### src/rtl/bcd_digit_source.sv
// bcd_digit_source
//   Multi-digit packed-BCD up/down counter with a snapshot serializer.
//   A snap request freezes the current count. The serializer then offers it one
//   digit at a time, least-significant digit first, over a valid/ready handshake.
//   Each dig_out nibble is the plain 8421 code expected by the excess-3
//   converter stage: dig_out[3] is its MSB and dig_out[0] its LSB.
//
// Parameters
//   NDIG      number of BCD digits (2..8)
//   IW        digit index width
//
// Ports
//   clk, rst    clock (rising edge) and asynchronous active-high reset
//   en, up      count enable and direction (1 = up)
//   load        load load_val; takes priority over en
//   load_val    packed BCD load value; digit i is bits [4i+3:4i]
//   snap        start serializing the current count
//   dig_ready   downstream accepts dig_out
//   count       current packed BCD count
//   wrap        one-cycle pulse after an overflow or underflow wrap
//   bad_load    one-cycle pulse after a load that had a nibble above 9
//   dig_out     digit offered; dig_idx is its position (0 = LSD)
//   dig_valid   dig_out is valid
//   busy        serializer not idle
//   done        one-cycle pulse after the last digit is accepted
module bcd_digit_source #(
  parameter int NDIG = 4,
  parameter int IW   = $clog2(NDIG)
) (
  input  logic                clk,
  input  logic                rst,
  input  logic                en,
  input  logic                up,
  input  logic                load,
  input  logic [4*NDIG-1:0]   load_val,
  input  logic                snap,
  input  logic                dig_ready,
  output logic [4*NDIG-1:0]   count,
  output logic                wrap,
  output logic                bad_load,
  output logic [3:0]          dig_out,
  output logic [IW-1:0]       dig_idx,
  output logic                dig_valid,
  output logic                busy,
  output logic                done
);

  typedef enum logic {
    ST_IDLE = 1'b0,
    ST_SEND = 1'b1
  } state_t;

  localparam logic [IW-1:0] LAST_IDX = IW'(NDIG - 1);

  logic [4*NDIG-1:0] count_reg;
  logic              wrap_reg;
  logic              bad_load_reg;
  logic [4*NDIG-1:0] snap_reg;
  state_t            state_reg;
  logic [3:0]        dig_out_reg;
  logic [IW-1:0]     dig_idx_reg;
  logic              dig_valid_reg;
  logic              busy_reg;
  logic              done_reg;

  // Load sanitising: out-of-range nibbles become 0 and are flagged.
  logic [4*NDIG-1:0] load_clean;
  logic [NDIG-1:0]   load_bad;

  // Ripple chains: up_carry[i] / dn_borrow[i] means digit i must step.
  // Digit 0 always steps, so the chains start at 1.
  logic [NDIG:0]     up_carry;
  logic [NDIG:0]     dn_borrow;
  logic [4*NDIG-1:0] inc_val;
  logic [4*NDIG-1:0] dec_val;

  // Snapshot split into addressable digits for the serializer mux.
  logic [3:0]        snap_dig [NDIG];
  logic [IW-1:0]     idx_inc;

  assign up_carry[0]  = 1'b1;
  assign dn_borrow[0] = 1'b1;

  generate
    for (genvar gi = 0; gi < NDIG; gi++) begin : g_digit
      logic [3:0] cur;
      logic [3:0] raw;
      logic       at_nine;
      logic       at_zero;

      assign cur     = count_reg[4*gi +: 4];
      assign raw     = load_val[4*gi +: 4];
      assign at_nine = (cur == 4'd9);
      assign at_zero = (cur == 4'd0);

      assign load_bad[gi]          = (raw > 4'd9);
      assign load_clean[4*gi +: 4] = load_bad[gi] ? 4'd0 : raw;

      assign inc_val[4*gi +: 4] = !up_carry[gi] ? cur :
                                  (at_nine ? 4'd0 : cur + 4'd1);
      assign dec_val[4*gi +: 4] = !dn_borrow[gi] ? cur :
                                  (at_zero ? 4'd9 : cur - 4'd1);

      assign up_carry[gi+1]  = up_carry[gi] & at_nine;
      assign dn_borrow[gi+1] = dn_borrow[gi] & at_zero;

      assign snap_dig[gi] = snap_reg[4*gi +: 4];
    end
  endgenerate

  assign idx_inc = dig_idx_reg + IW'(1);

  // Counter. A carry/borrow out of the top digit is exactly the wrap event.
  always_ff @(posedge clk or posedge rst) begin
    if (rst) begin
      count_reg    <= '0;
      wrap_reg     <= 1'b0;
      bad_load_reg <= 1'b0;
    end else if (load) begin
      count_reg    <= load_clean;
      wrap_reg     <= 1'b0;
      bad_load_reg <= |load_bad;
    end else if (en) begin
      count_reg    <= up ? inc_val : dec_val;
      wrap_reg     <= up ? up_carry[NDIG] : dn_borrow[NDIG];
      bad_load_reg <= 1'b0;
    end else begin
      wrap_reg     <= 1'b0;
      bad_load_reg <= 1'b0;
    end
  end

  // Serializer. The snapshot takes count_reg before this edge's update, so a
  // snap coinciding with a load or count step sees the old value.
  always_ff @(posedge clk or posedge rst) begin
    if (rst) begin
      state_reg     <= ST_IDLE;
      snap_reg      <= '0;
      dig_out_reg   <= 4'd0;
      dig_idx_reg   <= '0;
      dig_valid_reg <= 1'b0;
      busy_reg      <= 1'b0;
      done_reg      <= 1'b0;
    end else begin
      done_reg <= 1'b0;
      case (state_reg)
        ST_IDLE: begin
          if (snap) begin
            state_reg     <= ST_SEND;
            snap_reg      <= count_reg;
            dig_out_reg   <= count_reg[3:0];
            dig_idx_reg   <= '0;
            dig_valid_reg <= 1'b1;
            busy_reg      <= 1'b1;
          end
        end
        ST_SEND: begin
          // snap is ignored here. Outputs hold until a handshake occurs.
          if (dig_valid_reg && dig_ready) begin
            if (dig_idx_reg < LAST_IDX) begin
              dig_idx_reg <= idx_inc;
              dig_out_reg <= snap_dig[idx_inc];
            end else begin
              state_reg     <= ST_IDLE;
              dig_idx_reg   <= '0;
              dig_out_reg   <= 4'd0;
              dig_valid_reg <= 1'b0;
              busy_reg      <= 1'b0;
              done_reg      <= 1'b1;
            end
          end
        end
        default: begin
          state_reg     <= ST_IDLE;
          dig_valid_reg <= 1'b0;
          busy_reg      <= 1'b0;
        end
      endcase
    end
  end

  assign count     = count_reg;
  assign wrap      = wrap_reg;
  assign bad_load  = bad_load_reg;
  assign dig_out   = dig_out_reg;
  assign dig_idx   = dig_idx_reg;
  assign dig_valid = dig_valid_reg;
  assign busy      = busy_reg;
  assign done      = done_reg;

endmodule
### config.mk
export PLATFORM = sky130hd
export DESIGN_NAME = bcd_digit_source
export DESIGN_NICKNAME = d
export VERILOG_FILES = /design/src/rtl/bcd_digit_source.sv
export SDC_FILE = /design/constraint.sdc
export NUM_CORES = 1
export LEC_CHECK = 0
export CORE_ASPECT_RATIO = 0.75
export CORE_MARGIN = 8
export CORE_UTILIZATION = 47
export DETAILED_ROUTE_END_ITERATION = 8
export PLACE_DENSITY = 0.76
export SLEW_MARGIN = 20
export SYNTH_ARGS = -nofsm -noshare
export SYNTH_HDL_FRONTEND = slang
export SYNTH_SLANG_ARGS = --single-unit
### constraint.sdc
create_clock -name clk -period 2 [get_ports clk]
set_input_delay 0.6 -clock clk [delete_from_list [all_inputs] [get_ports clk]]
set_output_delay 0.6 -clock clk [all_outputs]
set_load 0.05 [all_outputs]
==> impl_metrics.json <==
{
  "hpwl_mm": 5.70,
  "dpl_cell_area_mm2": 0.00368,
  "fp.dieH_um": 81.5,
  "drive_above_1_share_pct": 29.9,
  "synth-edff-count": 0,
  "timing.final.crit_share_pct": 104,
  "finClkSkew_ns": 0.00858,
  "port_buffers": 49,
  "rsz0062_at_grt": "true",
  "rows": 24,
  "grt_pass1_vias": 2465,
  "dieWidth_um": 103,
  "gp_congestion": 0.879,
  "ys.flop_type": "dfrtp_1",
  "clk_pin_slew_ns": 0.09,
  "gr-usage-all-layers_pct": 18.8,
  "fp.coreArea_mm2": 0.00568,
  "drc": 0,
  "relSlewSlack_pct": 69.8,
  "finalPower_w": 0.00447,
  "setup_slack_ns": -0.0718,
  "diodes": 0,
  "setup_viol": 3,
  "postCtsHoldBufs": 0,
  "path_max_fanout": 4,
  "h-tree-depth": 2,
  "ys_warn_count": 0,
  "yosysUniqueCellTypes": 56,
  "worst-setup-path-type": "reg2reg",
  "drtIter0Drc": 102,
  "hold_viol": 0,
  "cts_tree": "yes",
  "syn_nets": 327,
  "overflow": 0,
  "layout_min_cycle_time_ns": 2.07,
  "netlist_instances": 303,
  "ir_drop_mv": 0.876,
  "wirelength_mm": 7.44,
  "violations": "setup timing",
  "viasPerCell": 5.58,
  "critPathArrivalTime_ns": 2.27,
  "grt_pass1_wl_mm": 12.3,
  "start_util_pct": 47.4,
  "tightestPinTransition_ns": 0.448,
  "final_antenna_net_count": 0,
  "p_per_area_mw_per_mm2": 1180,
  "grt_antenna_before_repair": 0,
  "cts_buffer_depth": 2,
  "fin_hold_ws_ns": 0.492,
  "pin_count": 50,
  "die_area_mm2": 0.00842,
  "max_cap_violations": 0,
  "grt_start_max_net_pins": 44,
  "final_cell_mix": "buf_4, dfrtp_1, o21ai_0",
  "startpoint_type": "flop",
  "routed-via-count": 2578,
  "dr.pass1.iters": 4,
  "avgSynthCellArea_um2": 8.87,
  "wire_per_inst_um": 16.1,
  "hold_class": "reg2reg",
  "p_leak_nw": 1.64,
  "nets": 407,
  "slew_viol_final": 0,
  "syn-cell-area_mm2": 0.00269,
  "synth_async_sr_flop_share_pct": 100,
  "clock_latency_ns": 0.30,
  "clockRootBuffer": "clkbuf_8",
  "area_delta_synth_final_pct": 40.5,
  "final_common_cell": "buf_4",
  "cts_num_sinks": 43,
  "fill_cells": 455,
  "ys_seq_elements": 43,
  "clock.fmax_ghz": 0.483,
  "worstPathRequired_ns": 2.20,
  "fin_setup_tns_ns": -0.210,
  "yosysSeqAreaShare_pct": 40.0,
  "status": "finished, violations left",
  "end_kind": "flop",
  "numCtsBuffers": 5,
  "post-route-cell-area_mm2": 0.00378
}
[path summary, 6_finish.rpt]
| path | startpoint | end | slack [ns] | depth (start not counted) |
|---|---|---|---|---|
| setup / recovery | count[8] | count[14] | -0.07 | 5 |
| hold / removal | dig_out[1] | dig_out[1] | 0.49 | 2 |
| setup reg to reg | count[8] | count[14] | -0.07 | 5 |
| hold reg to reg | dig_out[1] | dig_out[1] | 0.49 | 2 |
| max in group asynchronous | rst | count[7] | 1.12 | 3 |
| min in group asynchronous | rst | dig_out[0] | 0.65 | 3 |
[logic make-up after synthesis]
kind of cell,Yosys count,share of synthesized area (%)
muxes,22,10.8
xor gates and xnor gates,4,1.30
and+or+nand+nor,104,20.3
DFF,43,40.0
adders and majority gates,1,0.465
buffers and inverters,36,5.49
AOI/OAI and AO/OA,93,21.6
[metal layers]
| layer | vias to the layer above | global-route usage, % | wire length [um] | share of wire (%) |
|---|---|---|---|---|
| li1 | 1262 | - | - | - |
| met1 | 1230 | 26.8 | 3560 | 48 |
| met2 | 79 | 28.6 | 3290 | 44 |
| met3 | 7 | 3.39 | 509 | 6.8 |
| met4 | 0 | 5.18 | 74 | 0.99 |
| met5 | - | 0 | 0 | 0 |
[power breakdown]
group	internal, W	total [W]	switching, W
Combinational	0.00117	0.00254	0.00137
Sequential	0.00116	0.00138	0.000219
Clock	0.000244	0.000556	0.000311
Total	0.00258	0.00447	0.00190
[cells in the mapped netlist (all sizes together) (2+ instances only)]
| cell | instances | share of area (%) |
|---|---|---|
| nand2b | 6 | 1.4 |
| o31ai | 4 | 1.1 |
| dfrtp | 43 | 40 |
| o32ai | 2 | 0.65 |
| mux2i | 2 | 0.74 |
| o22ai | 7 | 1.6 |
| and2 | 2 | 0.47 |
| a22oi | 2 | 0.56 |
| nor4bb | 2 | 0.74 |
| mux2 | 16 | 6.7 |
| o21a | 2 | 0.56 |
| nand3 | 10 | 1.9 |
| nor2 | 22 | 3.1 |
| or2 | 2 | 0.47 |
| nand3b | 3 | 0.84 |
| mux4 | 4 | 3.4 |
| inv | 10 | 1.4 |
| nand4 | 4 | 0.93 |
| xnor2 | 3 | 0.98 |
| a21oi | 20 | 3.7 |
| o21ai | 34 | 6.3 |
| nor4 | 4 | 0.93 |
| nand2 | 26 | 3.6 |
| nor2b | 9 | 2.1 |
| a31oi | 4 | 0.93 |
| a221oi | 3 | 0.98 |
| and3 | 2 | 0.47 |
| nor3b | 2 | 0.56 |
| or3 | 5 | 1.3 |
| a211oi | 3 | 1.3 |
| clkbuf | 21 | 2.9 |
| buf | 5 | 1.2 |
[metrics by stage]
stage / utilization, % / std cells / setup WS [ns]
after detailed placement: 64.8 / 453 / -0.390
after floorplan: - / 303 / -0.236
after global routing: 66.6 / 462 / -0.134
final: 66.6 / 462 / -0.0718
after CTS: 66.4 / 461 / -0.0717
after global placement: 64.8 / 453 / -0.382
[final cells by class]
cell class / count / area [um^2] / area share (%)
clock buffer: 6 / 72.6 / 1.92
timing repair buffer: 99 / 988 / 26.2
inverter: 10 / 37.5 / 0.993
multi-input combinational: 224 / 1490 / 39.4
clock inverter: 2 / 12.5 / 0.331
tap: 78 / 97.6 / 2.58
sequential: 43 / 1080 / 28.6
[worst max-delay path, stage by stage (launching register included)]
cell	delay, ns
dfrtp_2	0.41
or3_4	0.39
or3_4	0.34
o21a_1	0.22
a211oi_4	0.29
mux2_4	0.33
[timing repair]
action | in CTS | in global routing
resized for setup | 1 | 1
endpoints found under the hold margin | 0 | 0
gates cloned | 0 | 0
buffers inserted | 0 | 1
setup endpoints to repair | 3 | 10
Note: power is estimated with default switching activity, not from simulation.
